**src/rtl/clock_ratio_meter_if.sv**
```systemverilog
// Bus between a measurement controller and clock_ratio_meter: control/measured
// signal in, period/high-time results and status flags out.
interface clock_ratio_meter_if #(
  parameter int CNT_W = 16
);
  logic             en;
  logic             sig_in;
  logic [CNT_W-1:0] period;
  logic [CNT_W-1:0] high_time;
  logic             valid;
  logic             locked;
  logic             timeout;

  modport master (
    output en, sig_in,
    input  period, high_time, valid, locked, timeout
  );

  modport slave (
    input  en, sig_in,
    output period, high_time, valid, locked, timeout
  );
endinterface

```
**src/rtl/clock_ratio_meter.sv**
```systemverilog
// Measures period and high time of a slow, asynchronous square wave in
// clk_in cycles, publishing each result on a rising edge of the signal.
module clock_ratio_meter #(
  parameter int CNT_W = 16
) (
  input logic               clk_in,
  input logic               nrst,
  clock_ratio_meter_if.slave bus
);
  typedef enum logic [1:0] {
    IDLE  = 2'd0,
    ARMED = 2'd1,
    RUN   = 2'd2
  } state_t;

  localparam logic [CNT_W-1:0] CNT_MAX  = {CNT_W{1'b1}};
  localparam logic [CNT_W-1:0] CNT_ZERO = {CNT_W{1'b0}};
  localparam logic [CNT_W-1:0] CNT_ONE  = {{(CNT_W-1){1'b0}}, 1'b1};

  state_t           state_r, state_nxt_s;
  logic             s1_r, s2_r, s3_r;
  logic             rise_s, fall_s;
  logic             arm_s, publish_s, sat_s;
  logic [CNT_W-1:0] cnt_r, hi_hold_r, prev_r;
  logic [CNT_W-1:0] period_r, high_time_r;
  logic             valid_r, locked_r, timeout_r;

  assign rise_s = s2_r & ~s3_r;
  assign fall_s = ~s2_r & s3_r;

  // Two-flop synchronizer plus one delay flop for edge detection
  always_ff @(posedge clk_in or negedge nrst) begin
    if (!nrst) begin
      s1_r <= 1'b0;
      s2_r <= 1'b0;
      s3_r <= 1'b0;
    end else begin
      s1_r <= bus.sig_in;
      s2_r <= s1_r;
      s3_r <= s2_r;
    end
  end

  // State register
  always_ff @(posedge clk_in or negedge nrst) begin
    if (!nrst) begin
      state_r <= IDLE;
    end else begin
      state_r <= state_nxt_s;
    end
  end

  // Next-state decode; en dominates a rise, a rise dominates saturation
  always_comb begin
    state_nxt_s = state_r;
    arm_s       = 1'b0;
    publish_s   = 1'b0;
    sat_s       = 1'b0;
    case (state_r)
      IDLE: begin
        if (bus.en && rise_s) begin
          state_nxt_s = ARMED;
          arm_s       = 1'b1;
        end else begin
          state_nxt_s = IDLE;
        end
      end
      ARMED, RUN: begin
        if (!bus.en) begin
          state_nxt_s = IDLE;
        end else if (rise_s) begin
          state_nxt_s = RUN;
          publish_s   = 1'b1;
        end else if (cnt_r == CNT_MAX) begin
          state_nxt_s = IDLE;
          sat_s       = 1'b1;
        end else begin
          state_nxt_s = state_r;
        end
      end
      default: begin
        state_nxt_s = IDLE;
      end
    endcase
  end

  // Counter, high-time capture and published results
  always_ff @(posedge clk_in or negedge nrst) begin
    if (!nrst) begin
      cnt_r       <= CNT_ZERO;
      hi_hold_r   <= CNT_ZERO;
      prev_r      <= CNT_ZERO;
      period_r    <= CNT_ZERO;
      high_time_r <= CNT_ZERO;
      valid_r     <= 1'b0;
      locked_r    <= 1'b0;
      timeout_r   <= 1'b0;
    end else begin
      valid_r <= publish_s;
      if (state_r == IDLE) begin
        if (arm_s) begin
          cnt_r     <= CNT_ONE;
          hi_hold_r <= CNT_ZERO;
        end else begin
          cnt_r <= CNT_ZERO;
        end
      end else if (!bus.en) begin
        cnt_r    <= CNT_ZERO;
        locked_r <= 1'b0;
      end else if (publish_s) begin
        cnt_r       <= CNT_ONE;
        period_r    <= cnt_r;
        high_time_r <= hi_hold_r;
        prev_r      <= cnt_r;
        // The ARMED publish has no earlier full period to compare against
        locked_r    <= (state_r == RUN) && (cnt_r == prev_r);
        timeout_r   <= 1'b0;
      end else if (sat_s) begin
        cnt_r     <= CNT_ZERO;
        timeout_r <= 1'b1;
        locked_r  <= 1'b0;
      end else begin
        if (cnt_r != CNT_MAX) begin
          cnt_r <= cnt_r + CNT_ONE;
        end else begin
          cnt_r <= cnt_r;
        end
        if (fall_s) begin
          hi_hold_r <= cnt_r;
        end else begin
          hi_hold_r <= hi_hold_r;
        end
      end
    end
  end

  assign bus.period    = period_r;
  assign bus.high_time = high_time_r;
  assign bus.valid     = valid_r;
  assign bus.locked    = locked_r;
  assign bus.timeout   = timeout_r;
endmodule

```
**src/flat_wrapper.sv**
```systemverilog
// flat-port wrapper written by rule: the top's interface ports become plain ports
module clock_ratio_meter_flat 
#(
  parameter int CNT_W = 16
)
  (clk_in, nrst, bus_en, bus_sig_in, bus_period, bus_high_time, bus_valid, bus_locked, bus_timeout);
  clock_ratio_meter_if #(.CNT_W(CNT_W)) bus_i ();
  input logic clk_in;
  input logic nrst;
  input wire logic [$bits(bus_i.en)-1:0] bus_en;
  input wire logic [$bits(bus_i.sig_in)-1:0] bus_sig_in;
  output wire logic [$bits(bus_i.period)-1:0] bus_period;
  output wire logic [$bits(bus_i.high_time)-1:0] bus_high_time;
  output wire logic [$bits(bus_i.valid)-1:0] bus_valid;
  output wire logic [$bits(bus_i.locked)-1:0] bus_locked;
  output wire logic [$bits(bus_i.timeout)-1:0] bus_timeout;
  assign bus_i.en = bus_en;
  assign bus_i.sig_in = bus_sig_in;
  assign bus_period = bus_i.period;
  assign bus_high_time = bus_i.high_time;
  assign bus_valid = bus_i.valid;
  assign bus_locked = bus_i.locked;
  assign bus_timeout = bus_i.timeout;
  clock_ratio_meter #(.CNT_W(CNT_W)) u_core (.clk_in(clk_in), .nrst(nrst), .bus(bus_i));
endmodule
```
**config.mk**
```make
export PLATFORM = sky130hd
export DESIGN_NAME = clock_ratio_meter_flat
export DESIGN_NICKNAME = d
export VERILOG_FILES = /design/src/rtl/clock_ratio_meter_if.sv /design/src/rtl/clock_ratio_meter.sv /design/src/flat_wrapper.sv
export SDC_FILE = /design/constraint.sdc
export NUM_CORES = 1
export LEC_CHECK = 0
export ABC_AREA = 0
export ABC_CLOCK_PERIOD_IN_PS = 6300
export CORE_MARGIN = 4
export CORE_UTILIZATION = 46
export DETAILED_ROUTE_END_ITERATION = 16
export PLACE_DENSITY = 0.69
export SLEW_MARGIN = 40
export SYNTH_ARGS = -nofsm -noshare
export SYNTH_HDL_FRONTEND = slang
export SYNTH_SLANG_ARGS = --single-unit
```
**constraint.sdc**
```tcl
create_clock -name clk_in -period 6.3 [get_ports clk_in]
set_input_delay 0.945 -clock clk_in [delete_from_list [all_inputs] [get_ports clk_in]]
set_output_delay 0.945 -clock clk_in [all_outputs]
set_load 0.02 [all_outputs]
```
Yosys cells after proc, flatten, opt, wreduce, memory -nomap -nowiden
Cells that the tools add are included.
Widths: inputs -> output; s select.
{ "word_totals": {"reg_bits": 72, "latchBits": 0, "mem_bits_rw": 0, "romBits": 0, "in_bits": 4, "out_inout_bits": 35, "wordCells": 70, "mem_count": 0} }
{ "op_classes": {"add_sub_neg": 1, "multipliers": 0, "n_div": 0, "magnitude_cmp": 0, "eq_ne": 11, "n_shift": 0, "mux": 31, "bitwise": 5, "n_reduce_logical": 11} }
{ "ops": {"columns": ["op", "n"], "rows": [
  ["$mux 16", 11],
  ["$add 16x1->16 const B", 1],
  ["$eq 16x16->1", 1],
  ["$eq 16x16->1 const B", 1],
  ["$mux 1", 16],
  ["$ne 16x16->1 const B", 1],
  ["$mux 2", 3],
  ["$reduce_and 3->1", 2],
  ["$reduce_bool 2->1", 3],
  ["$ne 5x1->1 const B", 1],
  ["$reduce_and 5->1", 1],
  ["$ne 2x2->1 const B", 2],
  ["$ne 4x2->1 const B", 1],
  ["$pmux 2 s2", 1],
  ["$ne 3x1->1 const B", 1],
  ["$not 1->1", 3],
  ["$and 1x1->1", 2],
  ["$eq 2x1->1 const B", 1],
  ["$eq 2x2->1 const B", 1],
  ["$logic_and 1x1->1", 2],
  ["$logic_not 2->1", 1],
  ["$ne 2x1->1 const B", 1],
  ["$reduce_and 2->1", 1],
  ["$reduce_or 2->1", 1]
]} }

Depth between registers and ports, before layout
Gate-level depths: netlist of run 1.
{ "depth": {"depth_word": 9, "mapped_depth": 9, "ltp_nobuf": 6} }

Worst setup path after synthesis of run 1
No wires, ideal clock.
{ "synth_path": {"kind": "reg2reg", "from": "register u_core.state_r[0]", "to": "register u_core.hi_hold_r[15]", "arrival_ps": 2050, "required_time_ps": 6174, "setup_slack_ps": 4123, "path_stages_with_launch": 9, "path_buffers": 2, "synth_period_minus_slack_ps": 2177, "path_cell_list": "dfrtp_1 inv_1 ha_1 clkbuf_1 nand4_1 or4_4 and2_4 buf_6 a311o_1"} }
{ "synth_via": {"elab_chain_len": 5, "word_cells_on_any_way": 14} }
{ "synth_rtl": {"columns": ["element", "line", "source"], "rows": [
  ["from (decl)", "clock_ratio_meter.sv:20", "state_t state_r, state_nxt_s;"],
  ["from (signal assigned)", "clock_ratio_meter.sv:49", "state_r <= state_nxt_s;"],
  ["$eq 2x1->1 or $eq 2x2->1 (tied branches)", "clock_ratio_meter.sv:59", "case (state_r)"],
  ["$reduce_or 2->1", "clock_ratio_meter.sv:59", null],
  ["$mux 1", "clock_ratio_meter.sv:59", null],
  ["$ne 2x2->1 (no source line)", null, null],
  ["$reduce_and 5->1 (no source line)", null, null],
  ["to (signal assigned)", "clock_ratio_meter.sv:129", "hi_hold_r <= cnt_r;"],
  ["to (signal assigned)", "clock_ratio_meter.sv:131", "hi_hold_r <= hi_hold_r;"],
  ["to (decl)", "clock_ratio_meter.sv:24", "logic [CNT_W-1:0] cnt_r, hi_hold_r, prev_r;"]
]} }
Several ways; a longest one is shown, not always the timed one.
A chain may end at the register's enable or synchronous reset.

Final worst setup path of run 1
{ "layout_path": {"from": "input bus_en", "to": "register u_core.prev_r[3]"} }
{ "layout_via": {"elab_chain_len": 3} }
{ "layout_rtl": {"columns": ["element", "line", "source"], "rows": [
  ["from (decl)", "flat_wrapper.sv:10", "input wire logic [$bits(bus_i.en)-1:0] bus_en;"],
  ["$mux 1", "clock_ratio_meter.sv:69", "if (!bus.en) begin"],
  ["$mux 1", "clock_ratio_meter.sv:59", null],
  ["$reduce_and 3->1 (no source line) *", null, null],
  ["to (signal assigned)", "clock_ratio_meter.sv:114", "prev_r <= cnt_r;"],
  ["to (decl)", "clock_ratio_meter.sv:24", null]
]} }
Every way passes the cells marked *; elsewhere a longest branch is shown, timed or not.

==> run_results.csv, run 1 <==
group,metric,value,unit
floorplanning,die_w,95.22,microns
critical_path,worstSetupPathType,"input pin to flip-flop",
grt,globalRouteOverflowTotal,0,
clock_tree,cts_root_buffer,"clkbuf_8",
finish,final_area,4113,sq um
power_and_ir_drop,power_switching,266.9,uW
power_and_ir_drop,power_leakage,0.001892,uW
hold_path,hp-class,"flip-flop to flip-flop",
hold_path,whs_endpoint,"u_core.s2_r",
critical_path,r2r_end,"u_core.prev_r[3]",
finish,final_cell_mix,"72 x dfrtp_1, 37 x clkdlybuf4s50_1, 33 x mux2_2",
grt,grt_max_degree,73,
finish,ff_latch_area,1802,sq um
logic_synthesis,synth.avg_cell_area,10.77,sq um
floorplanning,design.core.area,7331,sq um
drt,wl_per_cell,16.13,microns
grt,first_global_vias,2564,
clock_tree,clock_sinks,72,
floorplanning,row_count,31,
drt,vias,2555,
finish,final.fill_count,624,
logic_synthesis,synth_edf_count,0,
logic_synthesis,netlist_area,3500,sq um
logic_synthesis,synth_area_leaders,"dfrtp_1 51%, mux2_2 11%, o221ai_1 3.8%",
finish,layout-drive-gt1-share,17.37,%
timing,worst_pin_slew,802.4,ps
timing,period_share,54.89,%
clock_tree,clock_path_buffers,2,
floorplanning,die_h,95.22,microns
critical_path,cp-start-kind,"input pin",
power_and_ir_drop,power_frac_seq,51.8,%
drt,initialDrtViolationCount,124,
flow_run,maxCapViolCount,0,
critical_path,ff2ff_setup_slack,3700,ps
clock_tree,holdBufCountCts,0,
drt,met3_length,408,microns
power_and_ir_drop,power.density,241.9,nW/um^2
drt,routed.top_layer,"met4",
drt,ant_nets,0,
logic_synthesis,synth-seq-cells,72,
clock_tree,cts_resized,0,
logic_synthesis,netlist.area_leader.share,51.48,%
critical_path,cp-end-kind,"flip-flop",
finish,diodes,0,
clock_tree,insertion_delay,360,ps
logic_synthesis,synthArstFlopShare,100.0,%
critical_path,cp_data_required_time,6540,ps
timing,fin_skew,10.41,ps
finish,multi_input_area,1491,sq um
power_and_ir_drop,comb_power_share,10.3,%
power_and_ir_drop,peakVddDrop,0.1122,mV
grt,antenna_found_initial,0,
hold_path,min-delay-start,"u_core.s1_r",
power_and_ir_drop,p_clk_share,37.9,%
critical_path,r2r_start,"u_core.state_r[1]",
critical_path,crit_chain,"clkdlybuf4s50_1 -> nand2b_1 -> nor3_4 -> buf_4 -> mux2_2",
clock_tree,postCtsSetupBuffers,0,
logic_synthesis,synth_warnings,0,
timing,hold_violations,0,
grt,grt_pass1_wl,12700,microns
clock_tree,cts_tree,"done",
floorplanning,die-area,9067,sq um
timing,slew_headroom,46.34,%
finish,final_nets,360,
timing,slew_viol_final,0,
drt,drc,0,
placed_design,place.gp.congestion,0.8267,
placed_design,dp_hpwl,4966,microns
logic_synthesis,ys_seq_area_share,51.48,%
power_and_ir_drop,internal-power,728.1,uW
critical_path,cp_max_fo,23,
timing,post-route-min-period,3458,ps
timing,final-setup-viol-count,0,
logic_synthesis,synthCells,325,
outcome,outcome,"completed",
drt,route.met2.wl,3376,microns
timing,max_freq,0.2892,GHz
logic_synthesis,synth_fp_nets,333,
drt,drt-total-wl,7356,microns
drt,vias_per_cell,5.603,
critical_path,slowest_delay,990,ps
placed_design,io_buffers,38,
timing,finalSetupTns,0,ps
critical_path,reg2regPathDepth,6,
clock_tree,cts-buffers-inserted,9,
critical_path,cp_slowest_cell,"clkdlybuf4s50_1",
power_and_ir_drop,p_sw_share,26.82,%
grt,grt_use_total,18.25,%
logic_synthesis,synthFlopType,"dfrtp_1",
drt,first_pass_iters,4,
clock_tree,clk_pin_slew,80,ps
floorplanning,ios,39,
floorplanning,initial_utilization,47.74,%
logic_synthesis,synth.distinct_cells,45,
finish,final_common_cell,"dfrtp_1",
logic_synthesis,yosysTopAreaCell,"dfrtp_1",
drt,wl_met1,3469,microns
clock_tree,htree_levels,3,
timing,rsz0062_at_grt,"false",
critical_path,worst-endpoint-arrival,3700,ps
placed_design,placed_area,3906,sq um
hold_path,hold_depth,0,
finish,syn_to_final_growth,17.52,%
## Yosys cell counts, types with 2 or more instances
cell and count:
nor4_1 6, nand2b_1 4, clkbuf_1 9, nor3_1 7
ha_1 4, xor2_1 15, o221ai_1 15, buf_2 12
buf_6 2, a311o_1 2, inv_1 24, a211oi_1 2
or2_2 2, nand2_1 25, dfrtp_1 72, o211ai_1 2
nor2_1 11, mux2_2 33, mux2i_1 3, or3_1 4
a21oi_1 9, a31oi_1 2, nand4_1 5, nand3_1 23
o21ai_0 6, or4_1 4, o31ai_1 4
## cell families after synthesis
kind of cell,count (synthesis),synth area share (%)
AO/OA/AOI/OAI,48,10.01
buffers and inverters,49,6.149
XOR/XNOR,16,4.004
flip-flops,72,51.48
adder cells (fa/ha/maj),4,1.430
AND/OR/NAND/NOR,100,15.45
multiplexers,36,11.48
## worst max-delay path by stage
| stage | slack, ps | end | startpoint |
|---|---|---|---|
| 3_5_place_dp | 2450 | u_core.prev_r[3] | bus_en |
| 4_1_cts | 2840 | u_core.prev_r[3] | bus_en |
| 6_report | 2840 | u_core.prev_r[3] | bus_en |
| 5_1_grt | 2670 | u_core.prev_r[12] | bus_en |
| 3_3_place_gp | 2590 | u_core.prev_r[13] | bus_en |
| 2_1_floorplan | 4120 | u_core.hi_hold_r[15] | u_core.state_r[0] |
## final cells by class
| type | count | share of cell area, % |
|---|---|---|
| Tap cell | 99 | 3.012 |
| Clock inverter | 7 | 1.947 |
| Clock buffer | 9 | 3.012 |
| Multi-Input combinational cell | 204 | 36.26 |
| Sequential cell | 72 | 43.81 |
| Inverter | 24 | 2.190 |
| Timing Repair Buffer | 41 | 9.766 |
## per-stage QoR
step	hold WS (ps)	setup slack, ps	utilization [%]	total power [uW]	cells
2_1_floorplan	331.2	4123	-	581.4	325
3_3_place_gp	334.9	2589	53.23	625.6	440
3_5_place_dp	334.7	2451	53.29	629.1	440
4_1_cts	353.4	2836	56.07	1007	456
5_1_grt	358.9	2675	56.10	1043	456
6_report	352.3	2842	56.10	995.0	456
## sequential cells by signal (all words and copies together), names as in the netlist
register              cells
u_core.cnt_r             16
u_core.hi_hold_r         16
u_core.prev_r            16
u_core.s1_r               1
u_core.bus.valid          1
u_core.state_r            2
u_core.bus.locked         1
u_core.bus.timeout        1
u_core.bus.high_time     16
u_core.s2_r               1
u_core.s3_r               1
## power groups by stage
stage	clock, uW	combinational (uW)	sequential, uW
after floorplan	0	49.0	532
after global placement	0	102	524
after detailed placement	0	104	525
after CTS	386	104	516
after global routing	408	114	520
final	377	103	515
## per-layer routing
| layer | global-route usage, % | up-vias |
|---|---|---|
| met1 | 26.80 | 1248 |
| met2 | 25.95 | 79 |
| met3 | 4.104 | 13 |
| li1 | - | 1215 |
| met4 | 7.452 | 0 |
| met5 | 0 | - |
## worst max-delay path, delay by kind of cell
kind	cells	cell delay [ps]
buffers and inverters	2	1370
AND/OR/NAND/NOR	2	1000
multiplexers	1	360
(Power assumes the default switching activity.)
==> inputs of run 2 (changes only) <==
ABC_CLOCK_PERIOD_IN_PS = 3400   (was 6300)
clock period = 3.4 ns   (was 6.3 ns; I/O delays follow)
==> run_results.csv, run 2 (synthesized netlist as in run 1, its figures left out) <==
group,metric,value,unit
finish,syn_to_final_growth,18.98,%
grt,grt_pass1_wl,12660,microns
clock_tree,cts_tree,"done",
critical_path,ff2ff_setup_slack,1020,ps
timing,slew_viol_final,0,
hold_path,hp-class,"input pin to asynchronous set/reset pin",
critical_path,worstSetupPathType,"flip-flop to flip-flop",
critical_path,endpoint,"u_core.hi_hold_r[15]",
clock_tree,cts-buffers-inserted,9,
floorplanning,ios,39,
critical_path,worst-endpoint-arrival,2620,ps
power_and_ir_drop,power_frac_seq,49.7,%
critical_path,r2r_end,"u_core.hi_hold_r[15]",
clock_tree,clk_pin_slew,80,ps
clock_tree,holdBufCountCts,0,
floorplanning,die_h,95.22,microns
clock_tree,clock_sinks,72,
floorplanning,die-area,9067,sq um
finish,final.fill_count,613,
grt,grt_use_total,18.19,%
clock_tree,insertion_delay,350,ps
timing,hold_violations,0,
finish,layout-drive-gt1-share,18.01,%
critical_path,cp-start-kind,"flip-flop",
timing,rsz0062_at_grt,"false",
power_and_ir_drop,p_sw_share,25.05,%
grt,grt_max_degree,51,
critical_path,crit_chain,"inv_1 -> ha_1 -> nand4_1 -> or4_4 -> and2_4 -> a311o_1",
timing,post-route-min-period,2384,ps
clock_tree,cts_resized,0,
critical_path,cp_data_required_time,3630,ps
grt,first_global_vias,2545,
timing,final-setup-viol-count,0,
power_and_ir_drop,power_switching,481.4,uW
power_and_ir_drop,p_clk_share,40.2,%
timing,slew_headroom,58.19,%
grt,met1_usage,26.80,%
outcome,outcome,"completed",
floorplanning,design.core.area,7331,sq um
drt,wl_per_cell,16.00,microns
clock_tree,htree_levels,3,
timing,finalSetupTns,0,ps
power_and_ir_drop,power.density,461.5,nW/um^2
power_and_ir_drop,comb_power_share,10.1,%
clock_tree,postCtsSetupBuffers,0,
critical_path,r2r_start,"u_core.state_r[0]",
finish,diodes,0,
floorplanning,row_count,31,
flow_run,maxCapViolCount,0,
floorplanning,initial_utilization,47.74,%
critical_path,cp-end-kind,"flip-flop",
clock_tree,cts_root_buffer,"clkbuf_8",
finish,final_cell_mix,"72 x dfrtp_1, 37 x clkdlybuf4s50_1, 33 x mux2_2",
critical_path,cp_slowest_cell,"or4_4",
placed_design,io_buffers,38,
critical_path,slowest_delay,630,ps
clock_tree,clock_path_buffers,2,
drt,drt-total-wl,7358,microns
critical_path,reg2regPathDepth,6,
finish,final_common_cell,"dfrtp_1",
drt,initialDrtViolationCount,177,
critical_path,crit_path_start,"u_core.state_r[0]",
power_and_ir_drop,internal-power,1440,uW
critical_path,cp_max_fo,21,
power_and_ir_drop,power_leakage,0.001927,uW
timing,worst_pin_slew,627.1,ps
power_and_ir_drop,peakVddDrop,0.2198,mV
drt,ant_nets,0,
grt,antenna_found_initial,0,
grt,grtUsageMet3,4.893,%
drt,drc,0,
power_and_ir_drop,power.total,1922,uW
drt,vias_per_cell,5.620,
drt,vias,2585,
timing,max_freq,0.4195,GHz
finish,final_nets,364,
grt,globalRouteOverflowTotal,0,
drt,first_pass_iters,4,
timing,fin_skew,9.125,ps
timing,period_share,70.11,%
placed_design,place.gp.congestion,0.9260,
grt,gr-max-usage-layer,"met1",
placed_design,dp_hpwl,5095,microns
floorplanning,die_w,95.22,microns
grt,grt.met2_usage,25.31,%
finish,fin_util,56.80,%
[run 2: area by class of cell]
class | instances | area [sq um] | area share, %
timing repair buffer | 45 | 430.4 | 10.34
inverter | 24 | 90.09 | 2.163
sequential | 72 | 1802 | 43.27
multi-input combinational | 204 | 1489 | 35.76
clock inverter | 6 | 91.34 | 2.194
clock buffer | 10 | 137.6 | 3.305
tap | 99 | 123.9 | 2.975
[run 2: metrics by stage]
step / worst slack, ps / instance area (sq um) / cells / hold WS (ps)
global placement: 1055 / 3933 / 444 / 337.3
floorplan: 1223 / 3500 / 325 / 214.4
detailed placement: 1053 / 3935 / 444 / 345.0
finish: 1016 / 4164 / 460 / 176.4
global route: 862.8 / 4164 / 460 / 212.8
CTS: 1044 / 4164 / 460 / 184.7
[run 2: how the worst min path moves through the flow]
stage	from	endpoint	slack (ps)	cells after the start
finish	nrst	u_core.s3_r	180	1
floorplan	nrst	u_core.bus.high_time[0]	210	0
detailed placement	u_core.s1_r	u_core.s2_r	350	0
global placement	u_core.s1_r	u_core.s2_r	340	0
CTS	nrst	u_core.s2_r	180	1
global route	nrst	u_core.s3_r	210	1
[run 2: power groups by stage]
stage	logic [uW]	registers, uW	clock network, uW
5_1_grt	219	964	832
6_report	194	955	773
3_5_place_dp	196	973	0
4_1_cts	197	955	786
3_3_place_gp	192	970	0
2_1_floorplan	90.8	986	0
[run 2: worst max-delay path: cells and delay by family, from the launching register on]
kind	cells	cell delay (ps)
buffers and inverters	1	90
AO/OA/AOI/OAI	1	350
flip-flops	1	410
adder cells (fa/ha/maj)	1	420
AND/OR/NAND/NOR	3	1000
[run 2: metal layers]
layer / routed length [microns] / vias to the layer above
met2: 3235 / 74
met5: 0 / -
met4: 121 / 0
met1: 3581 / 1275
met3: 421 / 13
li1: - / 1223
==> inputs of run 3 (changes only) <==
ABC_CLOCK_PERIOD_IN_PS = 2050   (was 3400)
PLACE_DENSITY = 0.72   (was 0.69)
clock period = 2.05 ns   (was 3.4 ns; I/O delays follow)
==> run_results.csv, run 3 (synthesized netlist as in run 1, its figures left out) <==
group,metric,value,unit
outcome,outcome,"completed",
timing,slew_viol_final,0,
critical_path,cp-start-kind,"flip-flop",
power_and_ir_drop,power.density,696.4,nW/um^2
critical_path,cp_slowest_cell,"dfrtp_1",
clock_tree,clock_sinks,72,
clock_tree,cts-buffers-inserted,9,
power_and_ir_drop,power_switching,763.5,uW
critical_path,crit_path_start,"u_core.state_r[0]",
drt,drc,0,
hold_path,hold_depth,0,
clock_tree,cts_resized,0,
finish,fin_util,59.41,%
drt,route.met2.wl,3312,microns
drt,ant_nets,0,
power_and_ir_drop,p_clk_share,36.9,%
finish,final_nets,392,
floorplanning,row_count,31,
finish,final_area,4355,sq um
power_and_ir_drop,power_frac_seq,52.0,%
drt,first_pass_iters,4,
timing,layout_setup_ws,61.25,ps
timing,slew_headroom,63.61,%
placed_design,dp_hpwl,5413,microns
critical_path,worstSetupPathType,"flip-flop to flip-flop",
finish,final_cell_mix,"72 x dfrtp_1, 37 x clkdlybuf4s50_1, 33 x mux2_2, 33 x buf_4, 25 x nand2_1",
critical_path,ff2ff_setup_slack,60,ps
clock_tree,cts_tree,"done",
timing,worst_pin_slew,544.5,ps
clock_tree,htree_levels,3,
critical_path,r2r_start,"u_core.state_r[0]",
hold_path,hp-class,"flip-flop to flip-flop",
grt,globalRouteOverflowTotal,0,
critical_path,reg2regPathDepth,7,
critical_path,slowest_delay,380,ps
timing,max_freq,0.5028,GHz
floorplanning,initial_utilization,47.74,%
grt,grt_use_total,18.30,%
drt,routed.top_layer,"met4",
timing,finalSetupTns,0,ps
finish,final_common_cell,"dfrtp_1",
drt,drt-total-wl,7473,microns
drt,initialDrtViolationCount,183,
floorplanning,ios,39,
finish,diodes,0,
grt,grt_pass1_wl,12910,microns
power_and_ir_drop,peakVddDrop,0.3739,mV
power_and_ir_drop,power.total,3033,uW
timing,post-route-min-period,1989,ps
critical_path,cp_max_fo,17,
drt,wl_met1,3499,microns
hold_path,whs_endpoint,"u_core.s2_r",
power_and_ir_drop,comb_power_share,11.1,%
critical_path,r2r_end,"u_core.prev_r[2]",
timing,final-setup-viol-count,0,
timing,period_share,97.01,%
drt,vias_per_cell,5.492,
floorplanning,die-area,9067,sq um
clock_tree,clock_path_buffers,2,
placed_design,placed_area,4125,sq um
finish,syn_to_final_growth,24.45,%
drt,vias,2680,
finish,layout-drive-gt1-share,23.39,%
clock_tree,clk_pin_slew,80,ps
floorplanning,die_w,95.22,microns
critical_path,worst-endpoint-arrival,2220,ps
grt,first_global_vias,2680,
drt,wl_per_cell,15.31,microns
grt,antenna_found_initial,0,
placed_design,io_buffers,38,
hold_path,min-delay-start,"u_core.s1_r",
critical_path,cp-end-kind,"flip-flop",
clock_tree,insertion_delay,350,ps
floorplanning,design.core.area,7331,sq um
flow_run,maxCapViolCount,0,
grt,grt_max_degree,73,
timing,hold_violations,0,
critical_path,path_buf_inv,4,
power_and_ir_drop,power_leakage,0.002055,uW
timing,fin_skew,11.29,ps
power_and_ir_drop,internal-power,2270,uW
drt,met3_length,529,microns
critical_path,cp_top_family,"buffers and inverters",
placed_design,place.gp.congestion,0.9302,
clock_tree,cts_root_buffer,"clkbuf_8",
placed_design,dp_slack,68.57,ps
critical_path,cp_data_required_time,2280,ps
floorplanning,die_h,95.22,microns
critical_path,crit_cells,7,
power_and_ir_drop,p_sw_share,25.17,%
critical_path,crit_chain,"inv_1 -> ha_1 -> buf_4 -> inv_1 -> nor3_4 -> buf_4 -> mux2_2",
-- run 3: cell type report --
| cell class | instances | area (sq um) |
|---|---|---|
| clock inverters | 5 | 56.30 |
| multi-input cells | 204 | 1489 |
| fillers | 602 | 2975 |
| repair buffers | 73 | 653.1 |
| well taps | 99 | 123.9 |
| clock buffers | 11 | 141.4 |
| flip-flops and latches | 72 | 1802 |
| inverters | 24 | 90.09 |
-- run 3: how the worst max path moves through the flow --
stage                         endpoint  slack, ps
2_1_floorplan     u_core.hi_hold_r[15]         40
3_3_place_gp          u_core.cnt_r[15]         80
3_5_place_dp          u_core.prev_r[2]         70
4_1_cts               u_core.prev_r[2]         40
5_1_grt        u_core.bus.high_time[4]        -10
6_report              u_core.prev_r[2]         60
-- run 3: power groups by stage --
stage	Clock (uW)	Combinational, uW	Sequential [uW]
final	1120	337	1580
after global routing	1220	375	1590
after CTS	1150	341	1580
after detailed placement	0	338	1610
after global placement	0	329	1600
after floorplan	0	153	1640
-- run 3: worst register-to-register path, cell delays in order, from the launching register on --
cell and delay, ps:
dfrtp_1 380, inv_1 70, ha_1 330, buf_4 150, inv_1 90, nor3_4 210
buf_4 270, mux2_2 380
-- run 3: timing repair --
item | 4_1_cts | 5_1_grt
setup endpoints to repair | 0 | 33
hold buffers | 1 | 0
buffers inserted | 0 | 3
hold endpoints to repair | 23 | 0
-- run 3: metrics by stage --
step / hold slack, ps / cells
6_report: 355.1 / 488
4_1_cts: 358.0 / 485
2_1_floorplan: 11.91 / 325
5_1_grt: 370.7 / 488
3_3_place_gp: 335.0 / 468
3_5_place_dp: 339.4 / 468
-- run 3: layer usage --
metal / vias up / GRT usage, %
li1: 1280 / -
met1: 1293 / 25.84
met2: 93 / 27.06
met3: 14 / 4.657
met4: 0 / 6.851
met5: - / 0
